File: config.mk
export PLATFORM = sky130hd
export DESIGN_NAME = am9513_ctx_xfer_flat
export DESIGN_NICKNAME = d
export VERILOG_FILES = /design/src/rtl/am9513_ctx_xfer_if.sv /design/src/rtl/am9513_ctx_xfer.sv /design/src/flat_wrapper.sv
export SDC_FILE = /design/constraint.sdc
export NUM_CORES = 1
export LEC_CHECK = 0
export ABC_AREA = 1
export ABC_CLOCK_PERIOD_IN_PS = 3600
export CAP_MARGIN = 20
export CORE_AREA = 2 2 125 127
export DETAILED_ROUTE_END_ITERATION = 8
export DIE_AREA = 0 0 127 129
export PLACE_DENSITY = 0.86
export SYNTH_ARGS = -nofsm -noshare
export SYNTH_HDL_FRONTEND = slang
export SYNTH_SLANG_ARGS = --single-unit
export TNS_END_PERCENT = 30
File: constraint.sdc
create_clock -name clk -period 3.6 [get_ports clk]
set_input_delay 0.72 -clock clk [delete_from_list [all_inputs] [get_ports clk]]
set_output_delay 0.72 -clock clk [all_outputs]
set_load 0.02 [all_outputs]
File: src/rtl/am9513_ctx_xfer_if.sv
// Signal bundle for am9513_ctx_xfer: command port, state-file port, save and restore streams.
// Define AM9513_CTX_XFER_CLEAR_EN to widen cmd_op for the save-and-clear operation.
interface am9513_ctx_xfer_if;
    logic        cmd_valid;
    logic        cmd_ready;
`ifdef AM9513_CTX_XFER_CLEAR_EN
    logic [1:0]  cmd_op;
`else
    logic        cmd_op;
`endif
    logic [15:0] cmd_ctx;

    logic [15:0] ctx_sel;
    logic [3:0]  rf_index;
    logic [1:0]  rm_rdata;
    logic [4:0]  flags_rdata;
    logic [63:0] rf_rdata;
    logic        rm_we;
    logic [1:0]  rm_wdata;
    logic        flags_clr_we;
    logic        flags_or_we;
    logic [4:0]  flags_or_mask;
    logic        rf_we;
    logic [63:0] rf_wdata;

    logic        out_valid;
    logic        out_ready;
    logic [63:0] out_data;
    logic        out_last;
    logic        in_valid;
    logic        in_ready;
    logic [63:0] in_data;
    logic        in_last;

    logic        done;
    logic        err;

    modport master (
        input  cmd_valid, cmd_op, cmd_ctx,
        input  rm_rdata, flags_rdata, rf_rdata,
        input  out_ready, in_valid, in_data, in_last,
        output cmd_ready, ctx_sel, rf_index,
        output rm_we, rm_wdata, flags_clr_we, flags_or_we, flags_or_mask, rf_we, rf_wdata,
        output out_valid, out_data, out_last, in_ready, done, err
    );

    modport slave (
        output cmd_valid, cmd_op, cmd_ctx,
        output rm_rdata, flags_rdata, rf_rdata,
        output out_ready, in_valid, in_data, in_last,
        input  cmd_ready, ctx_sel, rf_index,
        input  rm_we, rm_wdata, flags_clr_we, flags_or_we, flags_or_mask, rf_we, rf_wdata,
        input  out_valid, out_data, out_last, in_ready, done, err
    );
endinterface

File: src/rtl/am9513_ctx_xfer.sv
// Am9513 context save/restore sequencer: streams one context out (save) or writes one back (restore).
// Optional AM9513_CTX_XFER_CLEAR_EN adds op 2'b10, save-and-clear.
module am9513_ctx_xfer #(
    parameter int unsigned NUM_CONTEXTS = 64,
    parameter logic [15:0] HDR_MAGIC    = 16'h9513
) (
    input  logic              clk,
    input  logic              rst_n,
    am9513_ctx_xfer_if.master bus
);

`ifdef AM9513_CTX_XFER_CLEAR_EN
    localparam logic [1:0] CARBON_RND_RN = 2'b00;
`endif

    typedef enum logic [3:0] {
        S_IDLE,
        S_SAVE_HDR,
        S_SAVE_REG,
        S_RST_HDR,
        S_RST_FLG,
        S_RST_REG,
        S_DRAIN,
`ifdef AM9513_CTX_XFER_CLEAR_EN
        S_CLR_HDR,
        S_CLR_REG,
`endif
        S_FIN
    } state_t;

    state_t      r_state, w_next;
    logic [15:0] r_ctx;
    logic [3:0]  r_idx;
    logic [4:0]  r_beat;
    logic [4:0]  r_flags;
    logic        r_hdr_last;
    logic        r_err;
    logic        r_out_valid;
    logic [63:0] r_out_data;
`ifdef AM9513_CTX_XFER_CLEAR_EN
    logic        r_clr;
    logic        w_op_clr;
`endif

    logic        w_bad_ctx, w_op_rst, w_op_bad, w_out_hs, w_magic_ok, w_idx_last;
    logic        w_in_ready, w_rm_we, w_flags_clr_we, w_flags_or_we, w_rf_we, w_done, w_err;
    logic [1:0]  w_rm_wdata;
    logic [63:0] w_rf_wdata;

    assign w_bad_ctx  = 32'(bus.cmd_ctx) >= NUM_CONTEXTS;
`ifdef AM9513_CTX_XFER_CLEAR_EN
    assign w_op_rst   = bus.cmd_op == 2'b01;
    assign w_op_clr   = bus.cmd_op == 2'b10;
    assign w_op_bad   = bus.cmd_op == 2'b11;
`else
    assign w_op_rst   = bus.cmd_op;
    assign w_op_bad   = 1'b0;
`endif
    assign w_out_hs   = r_out_valid && bus.out_ready;
    assign w_magic_ok = bus.in_data[63:48] == HDR_MAGIC;
    assign w_idx_last = r_idx == 4'hF;

    always_ff @(posedge clk or negedge rst_n) begin
        if (!rst_n) r_state <= S_IDLE;
        else        r_state <= w_next;
    end

    always_comb begin
        w_next         = r_state;
        w_in_ready     = 1'b0;
        w_rm_we        = 1'b0;
        w_rm_wdata     = '0;
        w_flags_clr_we = 1'b0;
        w_flags_or_we  = 1'b0;
        w_rf_we        = 1'b0;
        w_rf_wdata     = '0;
        w_done         = 1'b0;
        w_err          = 1'b0;
        case (r_state)
            S_IDLE: begin
                if (bus.cmd_valid) begin
                    if (w_bad_ctx || w_op_bad) w_next = S_FIN;
                    else if (w_op_rst)         w_next = S_RST_HDR;
                    else                       w_next = S_SAVE_HDR;
                end
            end
            S_SAVE_HDR: w_next = S_SAVE_REG;
            S_SAVE_REG: begin
                if (w_out_hs && r_beat == 5'd16) begin
`ifdef AM9513_CTX_XFER_CLEAR_EN
                    w_next = r_clr ? S_CLR_HDR : S_FIN;
`else
                    w_next = S_FIN;
`endif
                end
            end
            S_RST_HDR: begin
                w_in_ready = 1'b1;
                if (bus.in_valid) begin
                    if (w_magic_ok) begin
                        w_rm_we        = 1'b1;
                        w_rm_wdata     = bus.in_data[1:0];
                        w_flags_clr_we = 1'b1;
                        w_next         = S_RST_FLG;
                    end else begin
                        w_next = bus.in_last ? S_FIN : S_DRAIN;
                    end
                end
            end
            // OR-set lands a cycle after the clear, otherwise the clear would mask it
            S_RST_FLG: begin
                w_flags_or_we = 1'b1;
                w_next        = r_hdr_last ? S_FIN : S_RST_REG;
            end
            S_RST_REG: begin
                w_in_ready = 1'b1;
                if (bus.in_valid) begin
                    w_rf_we    = 1'b1;
                    w_rf_wdata = bus.in_data;
                    if (bus.in_last)     w_next = S_FIN;
                    else if (w_idx_last) w_next = S_DRAIN;
                end
            end
            S_DRAIN: begin
                w_in_ready = 1'b1;
                if (bus.in_valid && bus.in_last) w_next = S_FIN;
            end
`ifdef AM9513_CTX_XFER_CLEAR_EN
            S_CLR_HDR: begin
                w_rm_we        = 1'b1;
                w_rm_wdata     = CARBON_RND_RN;
                w_flags_clr_we = 1'b1;
                w_next         = S_CLR_REG;
            end
            S_CLR_REG: begin
                w_rf_we = 1'b1;
                if (w_idx_last) w_next = S_FIN;
            end
`endif
            S_FIN: begin
                w_done = 1'b1;
                w_err  = r_err;
                w_next = S_IDLE;
            end
            default: w_next = S_IDLE;
        endcase
    end

    always_ff @(posedge clk or negedge rst_n) begin
        if (!rst_n) begin
            r_ctx       <= '0;
            r_idx       <= '0;
            r_beat      <= '0;
            r_flags     <= '0;
            r_hdr_last  <= 1'b0;
            r_err       <= 1'b0;
            r_out_valid <= 1'b0;
            r_out_data  <= '0;
`ifdef AM9513_CTX_XFER_CLEAR_EN
            r_clr       <= 1'b0;
`endif
        end else begin
            case (r_state)
                S_IDLE: begin
                    if (bus.cmd_valid) begin
                        r_ctx      <= bus.cmd_ctx;
                        r_idx      <= '0;
                        r_beat     <= '0;
                        r_hdr_last <= 1'b0;
                        r_err      <= w_bad_ctx || w_op_bad;
`ifdef AM9513_CTX_XFER_CLEAR_EN
                        r_clr      <= w_op_clr;
`endif
                    end
                end
                // State file is addressed by r_ctx only from here on, so the header is built now
                S_SAVE_HDR: begin
                    r_out_data  <= {HDR_MAGIC, 16'h0000, r_ctx, 9'h000, bus.flags_rdata, bus.rm_rdata};
                    r_out_valid <= 1'b1;
                end
                S_SAVE_REG: begin
                    if (w_out_hs) begin
                        r_idx  <= r_idx + 4'd1;
                        r_beat <= r_beat + 5'd1;
                        if (r_beat == 5'd16) r_out_valid <= 1'b0;
                        else                 r_out_data  <= bus.rf_rdata;
                    end
                end
                S_RST_HDR: begin
                    if (bus.in_valid) begin
                        if (w_magic_ok) begin
                            r_flags    <= bus.in_data[6:2];
                            r_hdr_last <= bus.in_last;
                            r_err      <= bus.in_last;
                        end else begin
                            r_err <= 1'b1;
                        end
                    end
                end
                // Early last and missing last on reg 15 are both errors
                S_RST_REG: begin
                    if (bus.in_valid) begin
                        r_idx <= r_idx + 4'd1;
                        r_err <= bus.in_last ? !w_idx_last : w_idx_last;
                    end
                end
`ifdef AM9513_CTX_XFER_CLEAR_EN
                S_CLR_REG: r_idx <= r_idx + 4'd1;
`endif
                default: ;
            endcase
        end
    end

    assign bus.cmd_ready     = r_state == S_IDLE;
    assign bus.ctx_sel       = (r_state == S_IDLE) ? '0 : r_ctx;
    assign bus.rf_index      = (r_state == S_IDLE) ? '0 : r_idx;
    assign bus.rm_we         = w_rm_we;
    assign bus.rm_wdata      = w_rm_wdata;
    assign bus.flags_clr_we  = w_flags_clr_we;
    assign bus.flags_or_we   = w_flags_or_we;
    assign bus.flags_or_mask = w_flags_or_we ? r_flags : '0;
    assign bus.rf_we         = w_rf_we;
    assign bus.rf_wdata      = w_rf_wdata;
    assign bus.out_valid     = r_out_valid;
    assign bus.out_data      = r_out_data;
    assign bus.out_last      = r_out_valid && (r_beat == 5'd16);
    assign bus.in_ready      = w_in_ready;
    assign bus.done          = w_done;
    assign bus.err           = w_err;

endmodule

File: src/flat_wrapper.sv
// flat-port wrapper written by rule: the top's interface ports become plain ports
module am9513_ctx_xfer_flat 
#(
    parameter int unsigned NUM_CONTEXTS = 64,
    parameter logic [15:0] HDR_MAGIC    = 16'h9513
)
  (clk, rst_n, bus_cmd_valid, bus_cmd_op, bus_cmd_ctx, bus_rm_rdata, bus_flags_rdata, bus_rf_rdata, bus_out_ready, bus_in_valid, bus_in_data, bus_in_last, bus_cmd_ready, bus_ctx_sel, bus_rf_index, bus_rm_we, bus_rm_wdata, bus_flags_clr_we, bus_flags_or_we, bus_flags_or_mask, bus_rf_we, bus_rf_wdata, bus_out_valid, bus_out_data, bus_out_last, bus_in_ready, bus_done, bus_err);
  am9513_ctx_xfer_if bus_i ();
  input  logic clk;
  input  logic rst_n;
  input wire logic [$bits(bus_i.cmd_valid)-1:0] bus_cmd_valid;
  input wire logic [$bits(bus_i.cmd_op)-1:0] bus_cmd_op;
  input wire logic [$bits(bus_i.cmd_ctx)-1:0] bus_cmd_ctx;
  input wire logic [$bits(bus_i.rm_rdata)-1:0] bus_rm_rdata;
  input wire logic [$bits(bus_i.flags_rdata)-1:0] bus_flags_rdata;
  input wire logic [$bits(bus_i.rf_rdata)-1:0] bus_rf_rdata;
  input wire logic [$bits(bus_i.out_ready)-1:0] bus_out_ready;
  input wire logic [$bits(bus_i.in_valid)-1:0] bus_in_valid;
  input wire logic [$bits(bus_i.in_data)-1:0] bus_in_data;
  input wire logic [$bits(bus_i.in_last)-1:0] bus_in_last;
  output wire logic [$bits(bus_i.cmd_ready)-1:0] bus_cmd_ready;
  output wire logic [$bits(bus_i.ctx_sel)-1:0] bus_ctx_sel;
  output wire logic [$bits(bus_i.rf_index)-1:0] bus_rf_index;
  output wire logic [$bits(bus_i.rm_we)-1:0] bus_rm_we;
  output wire logic [$bits(bus_i.rm_wdata)-1:0] bus_rm_wdata;
  output wire logic [$bits(bus_i.flags_clr_we)-1:0] bus_flags_clr_we;
  output wire logic [$bits(bus_i.flags_or_we)-1:0] bus_flags_or_we;
  output wire logic [$bits(bus_i.flags_or_mask)-1:0] bus_flags_or_mask;
  output wire logic [$bits(bus_i.rf_we)-1:0] bus_rf_we;
  output wire logic [$bits(bus_i.rf_wdata)-1:0] bus_rf_wdata;
  output wire logic [$bits(bus_i.out_valid)-1:0] bus_out_valid;
  output wire logic [$bits(bus_i.out_data)-1:0] bus_out_data;
  output wire logic [$bits(bus_i.out_last)-1:0] bus_out_last;
  output wire logic [$bits(bus_i.in_ready)-1:0] bus_in_ready;
  output wire logic [$bits(bus_i.done)-1:0] bus_done;
  output wire logic [$bits(bus_i.err)-1:0] bus_err;
  assign bus_i.cmd_valid = bus_cmd_valid;
  assign bus_i.cmd_op = bus_cmd_op;
  assign bus_i.cmd_ctx = bus_cmd_ctx;
  assign bus_i.rm_rdata = bus_rm_rdata;
  assign bus_i.flags_rdata = bus_flags_rdata;
  assign bus_i.rf_rdata = bus_rf_rdata;
  assign bus_i.out_ready = bus_out_ready;
  assign bus_i.in_valid = bus_in_valid;
  assign bus_i.in_data = bus_in_data;
  assign bus_i.in_last = bus_in_last;
  assign bus_cmd_ready = bus_i.cmd_ready;
  assign bus_ctx_sel = bus_i.ctx_sel;
  assign bus_rf_index = bus_i.rf_index;
  assign bus_rm_we = bus_i.rm_we;
  assign bus_rm_wdata = bus_i.rm_wdata;
  assign bus_flags_clr_we = bus_i.flags_clr_we;
  assign bus_flags_or_we = bus_i.flags_or_we;
  assign bus_flags_or_mask = bus_i.flags_or_mask;
  assign bus_rf_we = bus_i.rf_we;
  assign bus_rf_wdata = bus_i.rf_wdata;
  assign bus_out_valid = bus_i.out_valid;
  assign bus_out_data = bus_i.out_data;
  assign bus_out_last = bus_i.out_last;
  assign bus_in_ready = bus_i.in_ready;
  assign bus_done = bus_i.done;
  assign bus_err = bus_i.err;
  am9513_ctx_xfer #(.NUM_CONTEXTS(NUM_CONTEXTS), .HDR_MAGIC(HDR_MAGIC)) u_core (.clk(clk), .rst_n(rst_n), .bus(bus_i));
endmodule
# --- Word level (Yosys, flattened, before mapping) ---
# Cells that the tools add are included.
classes:
  reduce_logical: 21
  bitwise_logic: 0
  n_shift: 0
  mux: 53
  n_eq_ne: 20
  addsub: 2
  multipliers: 0
  order_cmp: 1
  div: 0
op_table:
  columns: ["operator", "count"]
  rows:
  - ["64-bit two-way mux", 4]
  - ["64-bit case mux with 2 select lines", 1]
  - ["4-bit two-way mux", 13]
  - ["4-bit case mux with 7 select lines", 1]
  - ["1-bit two-way mux", 20]
  - ["16-bit equality test, second input constant", 1]
  - ["4-bit by 3-bit equality test with 1-bit output, second input constant", 4]
  - ["16-bit by 7-bit >= comparator with 1-bit output, second input constant", 1]
  - ["16-bit two-way mux", 1]
  - ["5-bit two-way mux", 3]
  - ["4-bit case mux with 3 select lines", 1]
  - ["3-bit AND reduction", 4]
  - ["4-bit AND reduction", 3]
  - ["2-bit two-way mux", 5]
  - ["2-bit by 1-bit inequality test with 1-bit output, second input constant", 5]
  - ["5-bit case mux with 2 select lines", 1]
  - ["4-bit by 2-bit equality test with 1-bit output, second input constant", 2]
  - ["2-bit inequality test, second input constant", 4]
  - ["6-bit AND reduction", 1]
  - ["2-bit nonzero test", 3]
  - ["3-bit nonzero test", 2]
  - ["5-bit by 1-bit adder with 5-bit output, second input constant", 1]
  - ["5-bit equality test, second input constant", 1]
  - ["4-bit by 1-bit adder with 4-bit output, second input constant", 1]
  - ["other kinds (10)", 14]
word_totals:
  in_bits: 158
  ramBits: 0
  register_bits: 101
  latchBits: 0
  rom_bits: 0
  wordCells: 106
  mem_count: 0

# --- Longest topological paths before layout ---
depth:
  ltp_word: 5
  ltp_mapped: 11

# --- Least setup slack after synthesis ---
# OpenSTA, ideal clock, no wires.
synth_path:
  path_type: "input -> output"
  start: "input bus_in_data[49]"
  end: "output bus_rm_wdata[0]"
  t_arrival_ps: 1777
  setup_slack_ps: 1103
  n_path_buf: 1
  required_ps: 2880
  path_stages: 9
  cell_sequence: "inv_1 nor2_1 nand2_1 nor2_1 nand3_1 nor2_1 buf_4 inv_1 nor2_1"
synth_between:
  elab_chain_len: 4
synth_lines:
  columns: ["element", "line_no", "source"]
  rows:
  - ["start, declared", "flat_wrapper.sv:19", "input wire logic [$bits(bus_i.in_data)-1:0] bus_in_data;"]
  - ["16-bit equality test", "am9513_ctx_xfer.sv:60", "assign w_magic_ok = bus.in_data[63:48] == HDR_MAGIC;"]
  - ["2-bit two-way mux", "am9513_ctx_xfer.sv:100", "if (w_magic_ok) begin"]
  - ["2-bit two-way mux", "am9513_ctx_xfer.sv:99", "if (bus.in_valid) begin"]
  - ["2-bit two-way mux", "am9513_ctx_xfer.sv:79", "case (r_state)"]
  - ["end, declared", "flat_wrapper.sv:25", "output wire logic [$bits(bus_i.rm_wdata)-1:0] bus_rm_wdata;"]
# No other way between the ends.

# --- Worst setup path after layout ---
layout_path:
  start: "input bus_in_data[56]"
  end: "output bus_rm_wdata[0]"
# Same word-level chain as after synthesis.

==> summary.txt <==
Clocking
  – Clock net sink count: 100
  – Hold-fix buffers, CTS: 0
  – CTS tree: done
  – H-tree lvl count: 3
  – Count of buffers added by post-CTS timing repair for setup: 0
  – Clock buffers created by TritonCTS: 9
  – Clock tree root buffer cell: clkbuf_16
  – Later-pin clock latency in the skew report: around 350 ps
  – Clock slew at the register clock pins of the worst setup and hold paths: 60 ps
  – CTS resizes: 0
  – Maximum buffer depth of the clock tree: 2

Cells and area
  – Design area: 8990 sq um
  – Ratio of cells with drive above 1 in the final layout: 4.46%
  – Layout Nets: 1,209
  – Filler cell count: 1,316
  – Number of non-filler instances in the completed layout: 1,241
  – Layout overhead on the synthesized area: 67.6%
  – Antenna Cells: 0

Floorplan
  – Initial core utilization: between 30 and 40%
  – IO Count: approximately 320
  – Die extent in y: 129 um
  – Area of the placeable core: 15,000 sq um
  – Number of placement rows: 45
  – DIE AREA: ~16,000 sq um
  – Die boundary width: roughly 130 um

Timing
  – Final worst setup slack: 164 ps
  – Fmax: roughly 290 MHz
  – Final TNS setup: 0 ps
  – RSZ-0062 raised after global routing: false
  – Min Clock Period, post-route: 3440 ps
  – Final setup violation count: 0
  – Layout Skew: 5.50 ps
  – Final Hold Vio Count: 0
  – Actual transition at the worst max-transition pin: 849 ps
  – Final worst-path cycle share: a little over nine tenths
  – Worst slew margin relative to its limit: 43.4%
  – Max-slew violation count: 0

Power and ir drop
  – Switching Share: a little over two fifths
  – Flop pwr share: roughly 28%
  – NetSw: 2.90 mW
  – Clock power share: 15.3%
  – Internal power summed over all cells: 3.72 mW
  – Cell area power density: 736 nW/um^2
  – Static leakage power: 4.07 nW
  – Post-route total power: 6.62 mW
  – Largest vdd supply drop: 397 uV
  – Part of the power in combinational logic: a little under three fifths

Worst setup path
  – Worst-case register-to-register setup slack: 1170 ps
  – Worst r2r dst: u_core.bus.out_data[0]$_DFFE_PN0P_
  – Worst Setup Start Kind: primary input
  – Critical path arrival: around 2700 ps
  – CP max FO: 13
  – Worst r2r src: u_core.r_state[0]$_DFFE_PN0P_
  – Data required time at the worst endpoint: between 2000 and 3000 ps
  – CP Capture Type: output pin
  – Classification of the worst setup path: primary input to output pin
  – Cell depth of the worst flop-to-flop path: 9

Flow run
  – Number of maximum-capacitance constraint violations: 0

Drt
  – Count of unresolved DRC violations after routing: 0
  – Antenna Nets Post-Route: 0
  – Number of DRC markers in iteration 0: 305
  – Average detailed-routed wire length per instance: 15.8 um
  – Routed wire length: 19,500 um
  – Number of search-and-repair iterations in the first detailed-routing pass: 4
  – Number of vias after detailed routing: 6,057
  – Average vias per placed instance: 4.88

GRT
  – Wire length of the first global-routing pass: just under 30,000 um
  – Vias in the first global route: 5,759
  – Total Routing Usage GR: 23.3%
  – Residual overflow from global routing: 0
  – Number of antenna violations at the first check in global routing: 0
  – Largest net degree at the start of global routing: 95

Status
  – Result of the run: completed

Placed design
  – Routability-driven placement congestion ratio: 0.872
  – Placed standard-cell area: between 8000 and 9000 sq um
  – Number of placed instances with taps included: 1,225
  – Count of port buffers added during placement: 322
  – Pre-CTS WS: 174 ps
  – Detailed placement HPWL: 15,100 um

Yosys
  – Unique masters post-synth: 32
  – Synthesized area per cell: around 7.2 sq um
  – Flip-flop cell with the highest count after synthesis: dfrtp_1
  – Sequential area share after synthesis: 46.6%
  – Share of flip-flops with an asynchronous set or reset: 100%
  – Synthesized Nets: 909
  – Warnings, synthesis: 0
  – Area of the mapped netlist: ~5400 sq um
  – Number of synthesized flops with an enable pin: 0
  – Number of synthesized register bits: 100
  – Gate count after technology mapping: roughly 750

Min path
  – Class of the most critical hold timing path: primary input to async pin
[layout by cell type, fill, tap and decap left out]
master           instances
and3_1                   1
nand3b_1                 1
a31oi_1                 23
and2_0                   1
nand3_2                  2
inv_6                    1
o21ai_0                 32
inv_1                   57
buf_2                    1
nand2_4                  1
clkbuf_16                9
nor3b_1                  1
ha_1                     3
nor2_1                 156
xnor2_1                  1
o31ai_1                  1
buf_12                   1
nand2_2                  4
clkdlybuf4s50_1        320
nor2_8                   1
or2_2                    1
dfrtp_1                100
xor2_1                   3
clkbuf_8                 2
nor2_4                   2
nand3_1                 82
o21ai_1                  1
nand2_1                209
inv_2                    3
clkinvlp_4               1
a21oi_1                 10
nor3_1                   2
buf_4                   15
clkinv_4                 1
bufinv_16                1
clkbuf_1                 1
a21oi_2                  1
nand4_1                  1
[metrics by stage]
step                hold WS (ps)  util (%)
detailed placement           486      58.0
CTS                          503      60.0
global placement             469      58.0
finish                       465      60.0
global route                 526      60.0
floorplan                    424         -
[worst max path at each step]
stage / start / to / slack, ps / depth (start not counted)
final: bus_in_data[56] / bus_rm_wdata[0] / 160 / 11
after global routing: bus_in_data[56] / bus_rm_wdata[0] / 3 / 11
after CTS: bus_in_data[56] / bus_rm_wdata[0] / 170 / 11
after detailed placement: bus_in_data[56] / bus_rm_wdata[0] / 170 / 11
after global placement: bus_in_data[56] / bus_rm_wdata[1] / 220 / 11
after floorplan: bus_in_data[49] / bus_rm_wdata[0] / 1100 / 9
[synth_stat cells, types with 2 or more instances]
library cell,count,area (sq um)
inv_1,58,218
a31oi_1,23,144
nand2_2,4,25.0
inv_2,2,7.51
nand2_1,209,785
buf_6,5,56.3
clkbuf_1,24,90.1
nor3_1,2,10.0
ha_1,3,37.5
nand3_1,82,410
dfrtp_1,100,2500
buf_1,4,15.0
a21oi_1,10,50.1
nor2_4,2,22.5
xor2_1,3,26.3
nand3_2,2,20.0
nor2_1,156,586
buf_2,5,25.0
o21ai_0,32,160
buf_4,10,75.1
[flip-flops by register name, indices dropped and copies added, names as in the netlist]
signal,count
u_core.bus.out_data,64
u_core.r_state,3
u_core.r_flags,5
u_core.r_ctx,16
u_core.r_beat,5
u_core.r_err,1
u_core.r_hdr_last,1
u_core.r_idx,4
u_core.bus.out_valid,1
[cells by family after synthesis]
| logic type | share of synthesized area [%] |
|---|---|
| xor+xnor | 0.653 |
| buf+inv | 9.07 |
| compound gates | 6.99 |
| fa+ha+maj | 0.700 |
| simple gates | 36.0 |
| flops | 46.6 |
[layer usage]
metal  wire [um]  vias up  track usage [%]
met5           0        -                0
met4         494        0             8.86
met3        1620       28             6.44
met2       10200      266             42.8
met1        7270     2814             25.7
li1            -     2949                -
[worst max-delay path: stages]
cell	delay, ps
clkdlybuf4s50_1	490
nand2_1	60
inv_1	50
nand2_1	80
nor2_1	160
nand3_1	110
nor2_1	110
buf_4	180
inv_1	70
nor2_1	80
clkdlybuf4s50_1	610
[power groups by stage]
stage          clock network (mW)  logic, mW  registers [mW]
5_1_grt                      1.08       4.06            1.92
2_1_floorplan                   0       1.85            2.16
6_report                     1.01       3.74            1.87
3_5_place_dp                    0       3.75            1.89
3_3_place_gp                    0       3.69            1.87
4_1_cts                      1.04       3.76            1.87
[layout make-up]
type | count | area, sq um | area share (%)
Timing Repair Buffer | 337 | 3340 | 37.2
Inverter | 60 | 225 | 2.50
Sequential cell | 100 | 2500 | 27.8
Clock inverter | 4 | 55.1 | 0.612
Tap cell | 188 | 235 | 2.62
Multi-Input combinational cell | 540 | 2380 | 26.4
Clock buffer | 12 | 256 | 2.85
Note: power is estimated with default switching activity, not from simulation.
